$ cat src/rtl/depth_fifo.sv
// depth_fifo: single-clock first-word-fall-through FIFO.
// Full/non-empty status; writes are dropped while full.
module depth_fifo #(
   parameter int p_depth     = 8,
   parameter int p_word_size = 8
) (
   input  logic                   clk_i,
   input  logic                   rst_n_i,
   input  logic [p_word_size-1:0] data_i,
   input  logic                   write_enable_i,
   input  logic                   read_enable_i,
   output logic [p_word_size-1:0] data_o,
   output logic                   read_valid_o,
   output logic                   full_o
);

   localparam int c_aw = $clog2(p_depth);
   localparam int c_cw = $clog2(p_depth + 1);
   localparam logic [c_aw-1:0] c_last = c_aw'(p_depth - 1);
   localparam logic [c_cw-1:0] c_full = c_cw'(p_depth);

   logic [p_word_size-1:0] r_mem [p_depth];
   logic [c_aw-1:0]        r_wr_ptr;
   logic [c_aw-1:0]        r_rd_ptr;
   logic [c_cw-1:0]        r_count;

   logic w_full;
   logic w_valid;
   logic w_wr_acc;
   logic w_rd_acc;

   // Acceptance uses pre-edge flags: a write while full is dropped
   // even if a read frees a slot on the same edge.
   assign w_full   = (r_count == c_full);
   assign w_valid  = (r_count != '0);
   assign w_wr_acc = write_enable_i && !w_full;
   assign w_rd_acc = read_enable_i && w_valid;

   assign data_o       = r_mem[r_rd_ptr];
   assign read_valid_o = w_valid;
   assign full_o       = w_full;

   always_ff @(posedge clk_i or negedge rst_n_i) begin
      if (!rst_n_i) begin
         for (int i = 0; i < p_depth; i++) begin
            r_mem[i] <= '0;
         end
      end else if (w_wr_acc) begin
         r_mem[r_wr_ptr] <= data_i;
      end
   end

   always_ff @(posedge clk_i or negedge rst_n_i) begin
      if (!rst_n_i) begin
         r_wr_ptr <= '0;
      end else if (w_wr_acc) begin
         if (r_wr_ptr == c_last) begin
            r_wr_ptr <= '0;
         end else begin
            r_wr_ptr <= r_wr_ptr + 1'b1;
         end
      end
   end

   always_ff @(posedge clk_i or negedge rst_n_i) begin
      if (!rst_n_i) begin
         r_rd_ptr <= '0;
      end else if (w_rd_acc) begin
         if (r_rd_ptr == c_last) begin
            r_rd_ptr <= '0;
         end else begin
            r_rd_ptr <= r_rd_ptr + 1'b1;
         end
      end
   end

   always_ff @(posedge clk_i or negedge rst_n_i) begin
      if (!rst_n_i) begin
         r_count <= '0;
      end else begin
         unique case ({w_wr_acc, w_rd_acc})
            2'b10:   r_count <= r_count + 1'b1;
            2'b01:   r_count <= r_count - 1'b1;
            default: r_count <= r_count;
         endcase
      end
   end

endmodule

$ cat config.mk
export PLATFORM = sky130hd
export DESIGN_NAME = depth_fifo
export DESIGN_NICKNAME = d
export VERILOG_FILES = /design/src/rtl/depth_fifo.sv
export SDC_FILE = /design/constraint.sdc
export NUM_CORES = 1
export LEC_CHECK = 0
export CAP_MARGIN = 5
export CELL_PAD_IN_SITES_DETAIL_PLACEMENT = 1
export CELL_PAD_IN_SITES_GLOBAL_PLACEMENT = 1
export CORE_ASPECT_RATIO = 0.5
export CORE_MARGIN = 2
export CORE_UTILIZATION = 54
export DETAILED_ROUTE_END_ITERATION = 10
export GPL_ROUTABILITY_DRIVEN = 0
export GPL_TIMING_DRIVEN = 0
export PLACE_DENSITY = 0.92
export SLEW_MARGIN = 20
export SYNTH_ARGS = -nofsm -noshare
export SYNTH_HDL_FRONTEND = slang
export SYNTH_SLANG_ARGS = --single-unit
$ cat constraint.sdc
create_clock -name clk_i -period 5.46 [get_ports clk_i]
set_input_delay 1.638 -clock clk_i [delete_from_list [all_inputs] [get_ports clk_i]]
set_output_delay 1.638 -clock clk_i [all_outputs]
set_load 0.005 [all_outputs]
==> results.ini <==
[run_status]
outcome=complete, no violations

[pwr]
power_density_of_the_placed_cells_mw_per_mm2=669
vdd.ir_drop.worst_uv=306
fin_total_pwr_mw=2.82
power.leakage_nw=1.76

[grt]
antenna_found_initial=0
congestion_overflow_gr=0
wire_length_of_the_first_global_routing_pass_mm=14.5
globalRouteTotalUtil_pct=28.0
grt_start_max_net_pins=65
grt_pass1_vias=2531

[synth]
synth_cell_type_count=38
seq_area_frac_synth_pct=51.6
async_flop_share_pct=100
post_synthesis_sequential_element_count=74
net_count_synth=249
avgSynthCellArea_um2=15.7
number_of_synthesized_flops_with_an_enable_pin=0
syn-instance-count=229
syn_area_mm2=0.00359
synth.yosys.warnings=0
dominantRegCellSynth=sky130_fd_sc_hd__dfrtp_1

[timing]
timing_hold_violations_final=0
post-route-period-util_pct=84.9
final_period_minus_worst_setup_slack_ps=4630
setup_ws_ps=826
worstMarginPinSlew_ps=1100
setup_total_negative_slack_ps=0
report.final.setup_viol=0
max_clock_freq_mhz=216
timing_max_transition_violations_final=0
clock-skew-final_ps=8.67
relSlewSlack_pct=25.6
unrepaired_setup_endpoints_after_global_routing=no

[clock_tree]
cts.reportedPaths.clkPinSlew_ps=60
cts.repair_timing.setup_buffer_count=0
cts_resized=0
cts_hold_buf=0
cts.htree.levels=3
clock-sinks=74
ctsRootBufferMaster=sky130_fd_sc_hd__clkbuf_16
tritoncts_clock_tree=built
numCtsBuffers=9
longest_clk_path_bufs=2
clkLatencyLatePin_ps=340

[setup_path]
path_max_fanout=10
worstSetupStartpointType=flop
crit_slowest_cell=sky130_fd_sc_hd__clkbuf_1
critical_path.max_stage_delay_ps=640
critical_path_required_ps=3820
arrival_ps=3000
worst-path-buf-inv=3
worstPathCellList=clkbuf_1 > clkbuf_1 > mux4_2 > mux2_2 > clkdlybuf4s50_1
critPathTopFamily=buffers and inverters
path_class=flop to output pin
critical_path.most_common_cell=sky130_fd_sc_hd__clkbuf_1
category_of_the_worst_setup_path_capture_point=output pin

[floorplanning]
placeableCoreArea_mm2=0.00626
start_util_pct=57.4
die_h_um=61.7
design.die.area_mm2=0.00736
fp-row-count=20
pin_count=22
die_w_um=119

[drt]
drc=0
drt-initial-drc-count=106
wl_per_cell_um=25.3
wl_mm=8.98
drt-vias-per-instance=6.12
drt.antenna.violating_nets=0
dr.pass1.iters=5
vias=2172

[cells_and_area]
layout.cells.most_common_list=sky130_fd_sc_hd__mux2_2, sky130_fd_sc_hd__dfrtp_1, sky130_fd_sc_hd__clkdlybuf4s50_1
finalNonFillerCells=355
fillers=563
utilization_pct=67.4
syn2layout_area_growth_pct=17.5
layout-drive-gt1-share_pct=46.8
final_nets=282
layout_commonest_cell=sky130_fd_sc_hd__mux2_2
num_antenna_cells=0

[hold_path]
min-delay-path-class=flop to flop

[placed_design]
placement.io_buffers=21
pre_cts_slack_ps=1250
number_of_cells_in_the_design_after_placement=339
dp.final_hpwl_mm=5.67

[job]
max-cap-violations=0

worst register-to-register path, stage by stage, from the launching register on:
cell and delay, ps:
sky130_fd_sc_hd__dfrtp_1 440, sky130_fd_sc_hd__o41ai_1 1000, sky130_fd_sc_hd__inv_1 150, sky130_fd_sc_hd__ha_1 350, sky130_fd_sc_hd__ha_1 400, sky130_fd_sc_hd__or4b_2 660, sky130_fd_sc_hd__o311ai_0 120, sky130_fd_sc_hd__o211ai_1 120
worst paths after layout:
check / cells after the start / from / slack (ps) / end
max: 5 / r_rd_ptr[1] / 830 / data_o[2]
min in group asynchronous: 1 / rst_n_i / 1150 / r_mem[6]
min reg2reg: 1 / r_mem[46] / 500 / r_mem[46]
min: 1 / r_mem[46] / 500 / r_mem[46]
max in group asynchronous: 2 / rst_n_i / 3760 / r_mem[55]
max reg2reg: 7 / r_count[3] / 2080 / r_count[3]
area by class of cell:
| cell class | instances | area [um2] | share of cell area [%] |
|---|---|---|---|
| flip-flops and latches | 74 | 1850 | 43.9 |
| multi-input cells | 140 | 1670 | 39.5 |
| clock buffers | 12 | 256 | 6.08 |
| repair buffers | 22 | 235 | 5.58 |
| well taps | 88 | 110 | 2.61 |
| plain buffers | 9 | 42.5 | 1.01 |
| inverters | 6 | 27.5 | 0.653 |
| clock inverters | 4 | 26.3 | 0.623 |
flip-flops by register name (all words and copies together) (netlist names):
register	count
r_count	4
r_rd_ptr	3
r_wr_ptr	3
r_mem	64
logic make-up (layout without fill, tap and decap cells):
family	count (synthesis)	in the layout	share of synthesized area, %
DFF	74	74	51.6
and+or+nand+nor	27	27	6.73
xor gates and xnor gates	2	2	0.488
adders and majority gates	8	8	3.00
AOI/OAI and AO/OA	9	9	1.78
muxes	94	94	34.5
buffers and inverters	15	53	1.95
power breakdown:
part | internal (mW) | switching (mW) | total (mW)
clock network | 0.332 | 0.225 | 0.557
logic | 0.726 | 0.520 | 1.25
registers | 0.831 | 0.188 | 1.02
per-layer routing:
| layer | track usage (%) | share of wire [%] |
|---|---|---|
| met1 | 34.6 | 44 |
| met2 | 51.0 | 51 |
| met3 | 8.33 | 4.3 |
| met4 | 5.55 | 0.76 |
| met5 | 0 | 0 |
metrics by stage:
stage               hold WS (ps)  area [um2]
floorplan                    474        3590
global placement             481        3910
detailed placement           489        3940
CTS                          501        4220
global route                 518        4220
finish                       501        4220
synthesized netlist by cell type, types with 3 or more instances:
cell                        n  area [um2]
sky130_fd_sc_hd__mux4_2    16         360
sky130_fd_sc_hd__dfrtp_1   74        1850
sky130_fd_sc_hd__inv_1      5        18.8
sky130_fd_sc_hd__ha_1       7        87.6
sky130_fd_sc_hd__nor3b_1    3        22.5
sky130_fd_sc_hd__clkbuf_1   3        11.3
sky130_fd_sc_hd__nand2_1    5        18.8
sky130_fd_sc_hd__mux2_2    77         867
Note: power is estimated with default switching activity, not from simulation.
==> edit, RTL diff (config.mk and constraints unchanged) <==
Make the reset (`rst_n_i`) synchronous in 4 clocked blocks.
--- a/src/rtl/depth_fifo.sv
+++ b/src/rtl/depth_fifo.sv
@@ -40,7 +40,7 @@
    assign read_valid_o = w_valid;
    assign full_o       = w_full;
 
-   always_ff @(posedge clk_i or negedge rst_n_i) begin
+   always_ff @(posedge clk_i) begin
       if (!rst_n_i) begin
          for (int i = 0; i < p_depth; i++) begin
             r_mem[i] <= '0;
@@ -50,7 +50,7 @@
       end
    end
 
-   always_ff @(posedge clk_i or negedge rst_n_i) begin
+   always_ff @(posedge clk_i) begin
       if (!rst_n_i) begin
          r_wr_ptr <= '0;
       end else if (w_wr_acc) begin
@@ -62,7 +62,7 @@
       end
    end
 
-   always_ff @(posedge clk_i or negedge rst_n_i) begin
+   always_ff @(posedge clk_i) begin
       if (!rst_n_i) begin
          r_rd_ptr <= '0;
       end else if (w_rd_acc) begin
@@ -74,7 +74,7 @@
       end
    end
 
-   always_ff @(posedge clk_i or negedge rst_n_i) begin
+   always_ff @(posedge clk_i) begin
       if (!rst_n_i) begin
          r_count <= '0;
       end else begin
Formal check against the unedited RTL: differs if rst_n_i is asserted again (counterexample within 4 cycles, from zero or initial values and one cycle with rst_n_i low); with rst_n_i held inactive, the same outputs for 10 cycles.
==> edit against the original RTL <==
Clock skew fell by 0.77 ps. Synthesized area is 1.5% lower. Count of clock-buffer cells in the layout is 1 lower. Global-route usage increased by 1.0 points. Wire length grew 5.5%. Cell area is 1.6% lower. Sequential cell count is 3 higher. Setup slack improved by 390 ps. Critical path type unchanged.
Power is not compared: it rests on default switching activity, and its combinational part moved more than twofold at a synthesized area within 25%.
==> edit: results (changes against the original RTL) <==
[outcome]
status = completed

[route]
via_per_inst = 5.997  ; -2.0%
drt_iter0_markers = 236  ; +120%
postRouteWirelength_mm = 9.473  ; +5.5%
vias = 2351  ; +8.2%

[timing]
fin_worst_skew_ps = 7.909  ; -0.7656 ps
slew-limit-headroom_pct = 33.28  ; +7.7 points

[finish]
drive_gt1_share_pct = 17.11  ; -30 points
nets = 319  ; +13%

[placement]
place_inst = 376  ; +11%
dp_hpwl_mm = 6.239  ; +10%

[power_and_ir_drop]
p_leak_nw = 1.495
vdd_drop_max_uv = 372.8

[global_routing]
grt_pass1_wl_mm = 14.73  ; +1.8%
use_met1_pct = 33.35  ; -1.2 points
use_met3_pct = 7.500  ; -0.83 points
grt_max_degree = 13  ; -80%
grt_usage_pct = 28.99  ; +1.0 points
grt_pass1_vias = 2555  ; +0.95%
use_met2_pct = 53.59  ; +2.6 points

[yosys]
synthFlopType = edfxtp_1
synthArstFlopShare_pct = 0  ; -100 points
synth_area_leaders = edfxtp_1, mux4_2, dfxtp_1, nor2_1, mux2_2
synth_compound_area_share_pct = 3.717  ; +1.9 points
synthAdderAreaFrac_pct = 3.044  ; +0.047 points
synth_xor_area_share_pct = 0.4956  ; +0.0076 points
seq_area_frac_synth_pct = 61.73  ; +10 points
synth.avg_cell_area_um2 = 13.24  ; -16%
synth_cell_type_count = 35  ; -7.9%
synthesis.nets = 287  ; +15%
synth.area.mux_share_pct = 13.31  ; -21 points
synth_edf_count = 64  ; +64

[worst_setup_path]
arrival_ps = 2610  ; -390 ps

edit: worst paths after layout:
path | from | end | slack, ps | cells past startpoint
setup / recovery | register | data_o[3] | 1220 | 5
hold / removal | r_rd_ptr[2]$_SDFFE_PN0N_ | r_rd_ptr[2]$_SDFFE_PN0N_ | 520 | 2
setup reg to reg | r_wr_ptr[1]$_SDFFE_PN0P_ | r_mem[2][5]$_SDFFCE_PN0P_ | 2720 | 4
hold reg to reg | r_rd_ptr[2]$_SDFFE_PN0N_ | r_rd_ptr[2]$_SDFFE_PN0N_ | 520 | 2
edit: cells by family (layout without fill, tap and decap cells):
family / Yosys count / in the layout
flops: 77 / 77
simple gates: 115 / 115
compound gates: 19 / 19
fa+ha+maj: 8 / 8
mux: 26 / 26
xor+xnor: 2 / 2
buf+inv: 20 / 57
edit: metrics by stage:
| step | total power, mW | instance area (um^2) | utilization [%] | hold WS [ps] | setup WS, ps |
|---|---|---|---|---|---|
| after floorplan | 1.034 | 3535 | - | 464.2 | 2162 |
| after global placement | 1.170 | 3855 | 62.12 | 488.6 | 1351 |
| after detailed placement | 1.202 | 3865 | 62.28 | 518.6 | 1426 |
| after CTS | 1.787 | 4149 | 66.85 | 526.6 | 1201 |
| after global routing | 1.849 | 4149 | 66.85 | 560.8 | 1176 |
| final | 1.778 | 4149 | 66.85 | 516.6 | 1216 |
edit: cell type report:
type,count,area (um^2)
buffer,15,73.82
clock buffer,11,232.7
clock inverter,5,51.30
fill,631,2057
inverter,5,18.77
multi-input combinational,170,1270
sequential,77,2182
tap,88,110.1
timing repair buffer,21,210.2
edit: worst max-delay path, stage by stage, from the launching register on:
cell and delay [ps]:
dfxtp_1 330, clkbuf_1 380, buf_2 380, mux4_2 390
mux2_2 300, clkdlybuf4s50_1 480
edit: routing by layer:
| layer | vias up | routed length, um |
|---|---|---|
| met4 | 0 | 221 |
| met2 | 115 | 4944 |
| li1 | 1027 | - |
| met3 | 19 | 665 |
| met5 | - | 0 |
| met1 | 1190 | 3642 |
edit: power by group through the flow:
stage	sequential, mW	clock [mW]	combinational [mW]
after global routing	0.737	0.601	0.511
after floorplan	0.727	0	0.307
after global placement	0.733	0	0.436
final	0.731	0.576	0.470
after CTS	0.732	0.580	0.475
after detailed placement	0.742	0	0.460
